$ cat src/rtl/ddr4_v2_2_20_w_downsizer.sv
// ddr4_v2_2_20_w_downsizer: splits each wide AXI W beat into RATIO narrow beats, steered by a burst command
module ddr4_v2_2_20_w_downsizer #(
    parameter string C_FAMILY           = "virtex6",
    parameter int    C_S_AXI_DATA_WIDTH = 128,
    parameter int    C_M_AXI_DATA_WIDTH = 32
) (
    input  logic                                                   ACLK,
    input  logic                                                   ARESET,
    input  logic                                                   cmd_valid,
    input  logic [$clog2(C_S_AXI_DATA_WIDTH/C_M_AXI_DATA_WIDTH)-1:0] cmd_offset,
    input  logic [7:0]                                             cmd_len,
    output logic                                                   cmd_ready,
    input  logic [C_S_AXI_DATA_WIDTH-1:0]                          S_AXI_WDATA,
    input  logic [C_S_AXI_DATA_WIDTH/8-1:0]                        S_AXI_WSTRB,
    input  logic                                                   S_AXI_WLAST,
    input  logic                                                   S_AXI_WVALID,
    output logic                                                   S_AXI_WREADY,
    output logic [C_M_AXI_DATA_WIDTH-1:0]                          M_AXI_WDATA,
    output logic [C_M_AXI_DATA_WIDTH/8-1:0]                        M_AXI_WSTRB,
    output logic                                                   M_AXI_WLAST,
    output logic                                                   M_AXI_WVALID,
    input  logic                                                   M_AXI_WREADY
);
    localparam int M     = C_M_AXI_DATA_WIDTH;
    localparam int RATIO = C_S_AXI_DATA_WIDTH / M;
    localparam int IW    = $clog2(RATIO);
    localparam string unused_family = C_FAMILY;

    typedef enum logic {IDLE, ACTIVE} state_t;

    state_t          state, state_nxt;
    logic [IW-1:0]   word_idx;
    logic [7:0]      beat_cnt;
    logic            active, last, m_hs, take_cmd;
    logic [M-1:0]    data_w [RATIO];
    logic [M/8-1:0]  strb_w [RATIO];
    logic            unused_wlast;

    for (genvar g = 0; g < RATIO; g++) begin : g_slice
        assign data_w[g] = S_AXI_WDATA[g*M +: M];
        assign strb_w[g] = S_AXI_WSTRB[g*(M/8) +: M/8];
    end

    assign unused_wlast = S_AXI_WLAST;
    assign active       = (state == ACTIVE);
    assign last         = (beat_cnt == 8'd0);
    assign take_cmd     = !active && cmd_valid;
    assign m_hs         = M_AXI_WVALID && M_AXI_WREADY;
    assign cmd_ready    = !active;
    assign M_AXI_WVALID = active && S_AXI_WVALID;
    assign M_AXI_WLAST  = active && last;
    assign M_AXI_WDATA  = data_w[word_idx];
    assign M_AXI_WSTRB  = strb_w[word_idx];
    // wide beat is released only on its final slice or on the burst's last narrow beat
    assign S_AXI_WREADY = active && M_AXI_WREADY && (word_idx == IW'(RATIO - 1) || last);

    always_comb begin
        state_nxt = take_cmd ? ACTIVE : (m_hs && last) ? IDLE : state;
    end

    always_ff @(posedge ACLK) begin
        if (ARESET) begin
            state    <= IDLE;
            word_idx <= '0;
            beat_cnt <= '0;
        end else begin
            state <= state_nxt;
            if (take_cmd) begin
                word_idx <= cmd_offset;
                beat_cnt <= cmd_len;
            end else if (m_hs) begin
                word_idx <= word_idx + IW'(1);
                beat_cnt <= last ? beat_cnt : beat_cnt - 8'd1;
            end
        end
    end
endmodule

$ cat config.mk
export PLATFORM = sky130hd
export DESIGN_NAME = ddr4_v2_2_20_w_downsizer
export DESIGN_NICKNAME = d
export VERILOG_FILES = /design/src/rtl/ddr4_v2_2_20_w_downsizer.sv
export SDC_FILE = /design/constraint.sdc
export NUM_CORES = 1
export LEC_CHECK = 0
export BUFFER_PORTS_ARGS = -buffer_cell sky130_fd_sc_hd__buf_2
export CAP_MARGIN = 20
export CELL_PAD_IN_SITES_DETAIL_PLACEMENT = 1
export CELL_PAD_IN_SITES_GLOBAL_PLACEMENT = 1
export CORE_AREA = 2 2 86 88
export CTS_BUF_LIST = sky130_fd_sc_hd__clkbuf_16
export CTS_CLUSTER_SIZE = 28
export DETAILED_ROUTE_END_ITERATION = 6
export DIE_AREA = 0 0 88 90
export GPL_TIMING_DRIVEN = 0
export HOLD_SLACK_MARGIN = 0.03
export PLACE_DENSITY = 0.89
export SKIP_CTS_REPAIR_TIMING = 1
export SYNTH_ARGS = -nofsm -noshare
export SYNTH_HDL_FRONTEND = slang
export SYNTH_SLANG_ARGS = --single-unit
export TNS_END_PERCENT = 10
$ cat constraint.sdc
create_clock -name ACLK -period 4.1 [get_ports ACLK]
set_input_delay 0.205 -clock ACLK [delete_from_list [all_inputs] [get_ports ACLK]]
set_output_delay 0.205 -clock ACLK [all_outputs]
set_load 0.05 [all_outputs]
# Word-level counts from Yosys, hierarchy flattened
# Index checks and enable logic that the tools add are counted.
dict set report word_totals {
  register_bits 11
  input_bits 160
  output_inout_bits 40
}
dict set report op_classes {
  add_sub_neg 2
  n_lt_le_gt_ge 1
  n_eq_ne 2
  mux 13
  bitwise 1
  n_reduce_logical 13
}
# operator n
set op_table {}
lappend op_table {{$bmux 32 s2} 1}
lappend op_table {{$mux 32} 2}
lappend op_table {{$mux 8} 3}
lappend op_table {{$bmux 4 s2} 1}
lappend op_table {{$logic_not 8->1} 1}
lappend op_table {{$mux 4} 2}
lappend op_table {{$sub 8x1->8 const B} 1}
lappend op_table {{$logic_and 1x1->1} 7}
lappend op_table {{$mux 2} 2}
lappend op_table {{$reduce_bool 2->1} 2}
lappend op_table {{$ge 3x3->1 const B} 1}
lappend op_table {{$not 2->3} 1}
lappend op_table {{$add 2x1->2 const B} 1}
lappend op_table {{$eq 2x2->1 const B} 1}
lappend op_table {{$mux 1} 2}
lappend op_table {{$ne 2x1->1 const B} 1}
lappend op_table {{$reduce_and 2->1} 1}
lappend op_table {{$logic_not 1->1} 1}
lappend op_table {{$logic_or 1x1->1} 1}

# Longest topological paths before layout
# Gate-level depths: netlist of run 1.
dict set report logic_depth {
  ltp_word 5
  depth_mapped 6
  mapped_depth_nobuf 6
}

# Least setup slack after synthesis of run 1
# Ideal clock, no wire load.
dict set report synth_path {
  path_kind {reg-to-output}
  startpoint {register beat_cnt[0]}
  endpoint {output port M_AXI_WLAST}
  arrival_time_ns 2.132
  t_required_ns 3.895
  path_slack_ns 1.763
  stages_incl_launch_ff 5
  path_cell_list {dfxtp_1 > inv_1 > ha_1 > or3b_2 > nor3_1}
}
dict set report synth_between {
  elab_chain_cells 2
}
# element line_no
set synth_rtl {}
lappend synth_rtl {{from (decl)} 33} ;# logic [7:0] beat_cnt;
lappend synth_rtl {{from (signal assigned)} 70} ;# beat_cnt <= cmd_len;
lappend synth_rtl {{from (signal assigned)} 73} ;# beat_cnt <= last ? beat_cnt : beat_cnt - 8'd1;
lappend synth_rtl {{$logic_not 8->1} 46} ;# assign last = (beat_cnt == 8'd0);
lappend synth_rtl {{$logic_and 1x1->1} 51} ;# assign M_AXI_WLAST = active && last;
lappend synth_rtl {{to (decl)} 20} ;# output logic M_AXI_WLAST,
# Every way passes these cells.

# Worst setup path in the final report of run 1
dict set report layout_path {
  startpoint {register word_idx[1]}
  endpoint {output port M_AXI_WDATA[25]}
}
dict set report layout_between {
  elab_chain_cells 4
}
# element line_no
set layout_rtl {}
lappend layout_rtl {{from (decl)} 32} ;# logic [IW-1:0] word_idx;
lappend layout_rtl {{from (signal assigned)} 69} ;# word_idx <= cmd_offset;
lappend layout_rtl {{from (signal assigned)} 72} ;# word_idx <= word_idx + IW'(1);
lappend layout_rtl {{$not 2->3 (not written as such)} 52} ;# assign M_AXI_WDATA = data_w[word_idx];
lappend layout_rtl {{$bmux 32 s2} 52}
lappend layout_rtl {{$mux 32 (not written as such) (2 in a row)} 52}
lappend layout_rtl {{to (decl)} 18} ;# output logic [C_M_AXI_DATA_WIDTH-1:0] M_AXI_WDATA,
# Every way passes these cells. The select of a mux whose other input is x is not followed.

==> results of run 1 <==
-- layout by cell type, fill, tap and decap left out, drive strengths merged --
cell	n
buf	205
mux4	36
nor2	12
dfxtp	11
clkbuf	7
inv	5
a211oi	5
nand2	4
o21ai	4
nor3	3
nor3b	3
a311oi	3
ha	3
and2	2
or4	2
nand2b	2
mux2i	2
nand3	2
xnor2	2
o211ai	2
xor2	2
or3b	2
o211a	1
and3	1
nor4b	1
a21o	1
a221o	1
-- power groups by stage --
stage	Combinational [mW]	Sequential, mW	Clock [mW]
detailed placement	0.511	0.127	0
CTS	0.512	0.126	0.183
global placement	0.498	0.127	0
global route	0.536	0.127	0.191
floorplan	0.357	0.125	0
finish	0.508	0.126	0.182
-- path summary, 6_finish.rpt --
path                     from         endpoint  slack (ns)  depth (start not counted)
hold / removal     cmd_len[0]      beat_cnt[0]        0.17                          3
hold reg to reg   beat_cnt[2]      beat_cnt[2]        0.55                          2
setup / recovery  word_idx[1]  M_AXI_WDATA[25]        1.73                          4
setup reg to reg  beat_cnt[0]      beat_cnt[1]        2.19                          6
-- flip-flops by register name (all words and copies together) (netlist names) --
signal,cells
word_idx,2
active,1
beat_cnt,8
-- metrics by stage --
stage | instances | util, %
floorplan | 123 | -
global placement | 419 | 37.1
detailed placement | 419 | 37.1
CTS | 423 | 38.3
global route | 423 | 38.3
finish | 423 | 38.3
-- per-layer routing --
| metal | track usage (%) | up-vias | wire [microns] | share of wire [%] |
|---|---|---|---|---|
| li1 | - | 919 | - | - |
| met1 | 18.8 | 972 | 2650 | 34 |
| met2 | 35.4 | 105 | 4350 | 55 |
| met3 | 4.32 | 24 | 579 | 7.4 |
| met4 | 7.56 | 0 | 256 | 3.3 |
| met5 | 0 | - | 0 | 0 |
-- area by class of cell --
class / instances / area [sq um] / share of cell area (%)
Timing Repair Buffer: 197 / 986 / 36.7
Sequential cell: 11 / 220 / 8.20
Clock buffer: 3 / 75.1 / 2.79
Buffer: 12 / 52.6 / 1.96
Multi-Input combinational cell: 96 / 1210 / 45.0
Tap cell: 99 / 124 / 4.61
Inverter: 4 / 15.0 / 0.559
Clock inverter: 1 / 3.75 / 0.140
-- worst reg2reg max path: stages (launching register included) --
cell and delay, ns:
dfxtp_1 0.31, inv_1 0.11, ha_1 0.17, or3b_2 0.52, o21ai_1 0.33, nor3_1 0.10, a221o_1 0.26
-- cells by family after synthesis --
logic type      after synthesis  synth area share [%]
compound gates               17                  8.44
simple gates                 34                  12.0
buf+inv                      16                  4.51
mux                          38                  55.5
flops                        11                  14.7
fa+ha+maj                     3                  2.51
xor+xnor                      4                  2.34
==> key figures, run 1 <==
Clock tree
  – CTS tree: done
  – CTS Root Cell: clkbuf_16
  – CTS H-tree depth: 1
  – TritonCTS Buffers: 3
  – CTS Sinks: 11
  – Worst-Skew Late Latency: about 0.24 ns
  – Longest Clk Path Bufs: 2
  – Worst-path clk slew: 0.04 ns

Synthesis
  – Post-synth EDFFs: 0
  – Top FF cell, synth: dfxtp_1
  – Mapped Cells: about 120
  – Yosys top cell area share: 54.1%
  – Sequential area share after synthesis: 14.7%
  – Most frequent cell after synthesis: mux4_2
  – Dominant cell type by area after synthesis: mux4_2
  – Post-synthesis net count: 286
  – Most frequent cells after synthesis: mux4_2 (36), nor2_1 (12), dfxtp_1 (11)
  – Yosys cell types: 30
  – Synth warn: 0
  – Main area contributors after synthesis: mux4_2 (54%), dfxtp_1 (15%), nor2_1 (3.0%), a211oi_1 (2.5%), ha_1 (2.5%)
  – Synth async-reset ratio: 0%
  – Seq cells post-synth: 11
  – Mapped Area: 0.00150 sq mm
  – Synthesized area per cell: 12.2 sq um

Routing
  – Drt drc: 0
  – Total number of vias: 2020
  – Wire length per cell: 18.5 microns
  – Routed Antenna Nets: 0
  – TritonRoute pass-1 iters: 4
  – Via density: 4.78
  – Total wire length: 7830 microns
  – Starting DRT DRC Count: 30

Global route
  – First-pass GRT wire length: 11400 microns
  – Initial antenna violation count: 0
  – Vias in the first global route: between 2000 and 2500
  – Largest net degree at the start of global routing: 11
  – GRT Residual Overflow: 0
  – GRT Total Usage: 18.6%

Worst setup path
  – Startpoint type of the worst setup path: register
  – Crit path cell chain: clkbuf_1, clkbuf_1, mux4_2, buf_2
  – Data arrival time of the worst path: about 2.2 ns
  – Top Family by Delay on Critical Path: buffers and inverters
  – Crit. End Element: output port
  – Most frequent CP cell: clkbuf_1
  – CP bufs+invs: 3
  – CP required: 3.89 ns
  – Delay of the slowest critical-path stage: roughly 0.5 ns
  – Critical-path top delay cell: clkbuf_1
  – CP max FO: 10
  – Critical path type: reg2out

Floorplan
  – Die span in x: 88 microns
  – Die Y: 90 microns
  – Initial Util: 21.3%
  – Core area: 0.00702 sq mm
  – IO Pins: 200
  – Cell Rows: 31
  – Die Area: between 0.007 and 0.008 sq mm

Timing
  – Minimum clock period: 2.37 ns
  – Clk_skew: 0.00275 ns
  – Worst-margin pin slew: roughly 0.58 ns
  – Final setup fails: 0
  – RSZ-0062 raised after global routing: false
  – WHS: about 0.17 ns
  – Max Transition Viols Final: 0
  – Setup tns final: 0 ns
  – Peak Freq: 0.422 GHz
  – Relative slew slack: 61.2%
  – Final Hold Fails: 0
  – PnR worst setup slack: 1.73 ns
  – Final period util: 57.8%

Finish
  – Final Cell Area: 0.00269 sq mm
  – Nets: 488
  – Filler cells: 877
  – P&R area growth vs syn: 79.4%
  – Layout cell share with drive strength beyond 1: 75.0%
  – Antenna fix cells: 0

Power
  – Worst vdd ir: 0.000170 V
  – Power per cell area: 303 mW/mm^2
  – Static Leak: 1.30 nW
  – Combinational Power Share: 62.3%
  – Sw frac: between 40% and 50%
  – Clock power share: approximately 22%
  – Psw: 380 uW
  – Pint: 435 uW
  – Total power: 815 uW
  – Reg power frac: approximately 15%

Run
  – MaxCap Viol Count: 0

Worst hold path
  – Hold crit path type: in2reg

Place
  – Port bufs: about 200
  – Placed Area: between 0.002 and 0.003 sq mm
  – DP Worst Slack: around 2.0 ns
  – Final Wtd Congestion: 0.876
  – Post-DP HPWL: 7050 microns

Status
  – Status: finished clean
Power figures use the tool's default switching activity.
==> run 2: changes to the inputs <==
--- a/config.mk
+++ b/config.mk
@@ -9,14 +9,14 @@
 export CAP_MARGIN = 20
 export CELL_PAD_IN_SITES_DETAIL_PLACEMENT = 1
 export CELL_PAD_IN_SITES_GLOBAL_PLACEMENT = 1
-export CORE_AREA = 2 2 86 88
+export CORE_AREA = 2 2 90 92
 export CTS_BUF_LIST = sky130_fd_sc_hd__clkbuf_16
 export CTS_CLUSTER_SIZE = 28
 export DETAILED_ROUTE_END_ITERATION = 6
-export DIE_AREA = 0 0 88 90
+export DIE_AREA = 0 0 92 94
 export GPL_TIMING_DRIVEN = 0
 export HOLD_SLACK_MARGIN = 0.03
-export PLACE_DENSITY = 0.89
+export PLACE_DENSITY = 0.82
 export SKIP_CTS_REPAIR_TIMING = 1
 export SYNTH_ARGS = -nofsm -noshare
 export SYNTH_HDL_FRONTEND = slang
==> constraint.sdc (replaced) <==
create_clock -name ACLK -period 2.5 [get_ports ACLK]
set_input_delay 0.125 -clock ACLK [delete_from_list [all_inputs] [get_ports ACLK]]
set_output_delay 0.125 -clock ACLK [all_outputs]
set_load 0.05 [all_outputs]
==> run 2 against run 1 <==
Final area increased by 0.23%. Clock-buffer cell count unchanged. Setup slack got worse by 1.5 ns. Sequential share of layout area about the same.
==> key figures, run 2 (synthesis gave the netlist of run 1 again) <==
Worst hold path
  – Hold crit path type: in2reg
  – Hold Crit Depth: 3

Worst setup path
  – Data arrival time of the worst path: around 2.2 ns
  – CP max FO: 10
  – Crit. End Element: output port
  – Crit path cell chain: clkbuf_1, clkbuf_1, mux4_2, buf_2
  – Startpoint type of the worst setup path: register
  – Delay of the slowest critical-path stage: 0.53 ns
  – Most frequent CP cell: clkbuf_1
  – CP bufs+invs: 3
  – Critical path type: reg2out
  – Total stage count of the critical path: 4
  – Reg2Reg Depth: 6
  – Critical-path top delay cell: clkbuf_1
  – Top Family by Delay on Critical Path: buffers and inverters
  – CP required: 2.38 ns

Finish
  – Most frequent cells in the layout: buf_2 (203), mux4_2 (36), nor2_1 (12)
  – Final Cell Area: roughly 0.0027 sq mm
  – Nets: 488
  – Filler cells: between 900 and 1000
  – Most common cell after layout, fill and taps aside: buf_2
  – Top reg by flops: beat_cnt
  – Max FFs per register: 8
  – P&R area growth vs syn: 79.8%
  – Fin util: 35.4%
  – Layout cell share with drive strength beyond 1: 75.0%
  – Post-Layout Cell Count: 427

Floorplan
  – IO Pins: 200
  – Cell Rows: 32
  – Die Area: 0.00865 sq mm
  – Initial Util: 19.7%
  – Die span in x: 92 microns
  – Die Y: 94 microns
  – Core area: 0.00761 sq mm

Timing
  – PnR worst setup slack: 0.199 ns
  – Relative slew slack: 60.5%
  – Setup tns final: 0 ns
  – Peak Freq: 0.435 GHz
  – WHS: 0.0853 ns
  – Final Hold Fails: 0
  – Clk_skew: just under 0.005 ns
  – Final setup fails: 0
  – Final period util: 92.0%
  – Worst-margin pin slew: roughly 0.6 ns
  – Minimum clock period: 2.30 ns
  – Max Transition Viols Final: 0
  – RSZ-0062 raised after global routing: false

Clock tree
  – Longest Clk Path Bufs: 2
  – CTS H-tree depth: 1
  – CTS Root Cell: clkbuf_16
  – CTS Sinks: 11
  – Worst-Skew Late Latency: ~0.24 ns
  – CTS tree: done
  – Worst-path clk slew: 0.05 ns
  – TritonCTS Buffers: 3

Global route
  – Initial antenna violation count: 1
  – Vias in the first global route: 2099
  – GRT Total Usage: about 16%
  – GRT Residual Overflow: 0
  – Largest net degree at the start of global routing: 11
  – First-pass GRT wire length: 10800 microns

Power
  – Static Leak: 1.30 nW
  – Power per cell area: 493 mW/mm^2
  – Total power: 1.33 mW
  – Worst vdd ir: 0.000251 V

Place
  – Placed cell count: between 400 and 500
  – Placed Area: 0.00261 sq mm
  – Final Wtd Congestion: 0.822
  – Post-DP HPWL: between 6000 and 7000 microns
  – Port bufs: 197
  – DP Worst Slack: 0.406 ns

Routing
  – Top layer reached by signal wires: met4
  – Wire length per cell: 17.6 microns
  – Met3 WL: 562 microns
  – Total number of vias: about 2000
  – Total wire length: ~7500 microns
  – Met2 Wirelength: 4090 microns
  – Met1 WL: 2660 microns
  – Via density: 4.66
  – Starting DRT DRC Count: 37
  – Drt drc: 0
  – TritonRoute pass-1 iters: 4
  – Routed Antenna Nets: 0

Run
  – MaxCap Viol Count: 0

Status
  – Status: finished clean
run 2: cell types whose count changed in the layout (fill, tap and decap cells not counted), sizes merged:
cell   before  now
diode       0    1
run 2: final cells by class:
type,count,area (sq um),share of cell area [%]
Clock inverter,1,3.75,0.139
Sequential cell,11,220,8.18
Clock buffer,3,75.1,2.79
Timing Repair Buffer,197,986,36.6
Buffer,12,52.6,1.95
Tap cell,102,128,4.74
Antenna cell,1,2.50,0.0929
Inverter,4,15.0,0.558
Multi-Input combinational cell,96,1210,44.9
run 2: final timing paths:
kind,from,to,slack (ns)
max,word_idx[1],M_AXI_WDATA[30],0.20
min,cmd_len[0],beat_cnt[0],0.09
max reg2reg,beat_cnt[0],beat_cnt[1],0.58
min reg2reg,beat_cnt[2],beat_cnt[2],0.56
run 2: worst register-to-register path: stages (launching register included):
cell     delay (ns)
dfxtp_1        0.31
inv_1          0.11
ha_1           0.18
or3b_2         0.52
o21ai_1        0.33
nor3_1         0.09
a221o_1        0.26
run 2: report_power, final:
group / switching, mW / leakage (nW) / internal, mW / total (mW)
registers: 0.0137 / 0.0911 / 0.192 / 0.205
clock network: 0.0893 / 0.0423 / 0.211 / 0.300
logic: 0.511 / 1.17 / 0.311 / 0.823
run 2: routing by layer:
metal / up-vias / track usage (%)
met2: 109 / 30.0
li1: 923 / -
met5: - / 0
met3: 17 / 3.85
met1: 941 / 17.5
met4: 0 / 5.47
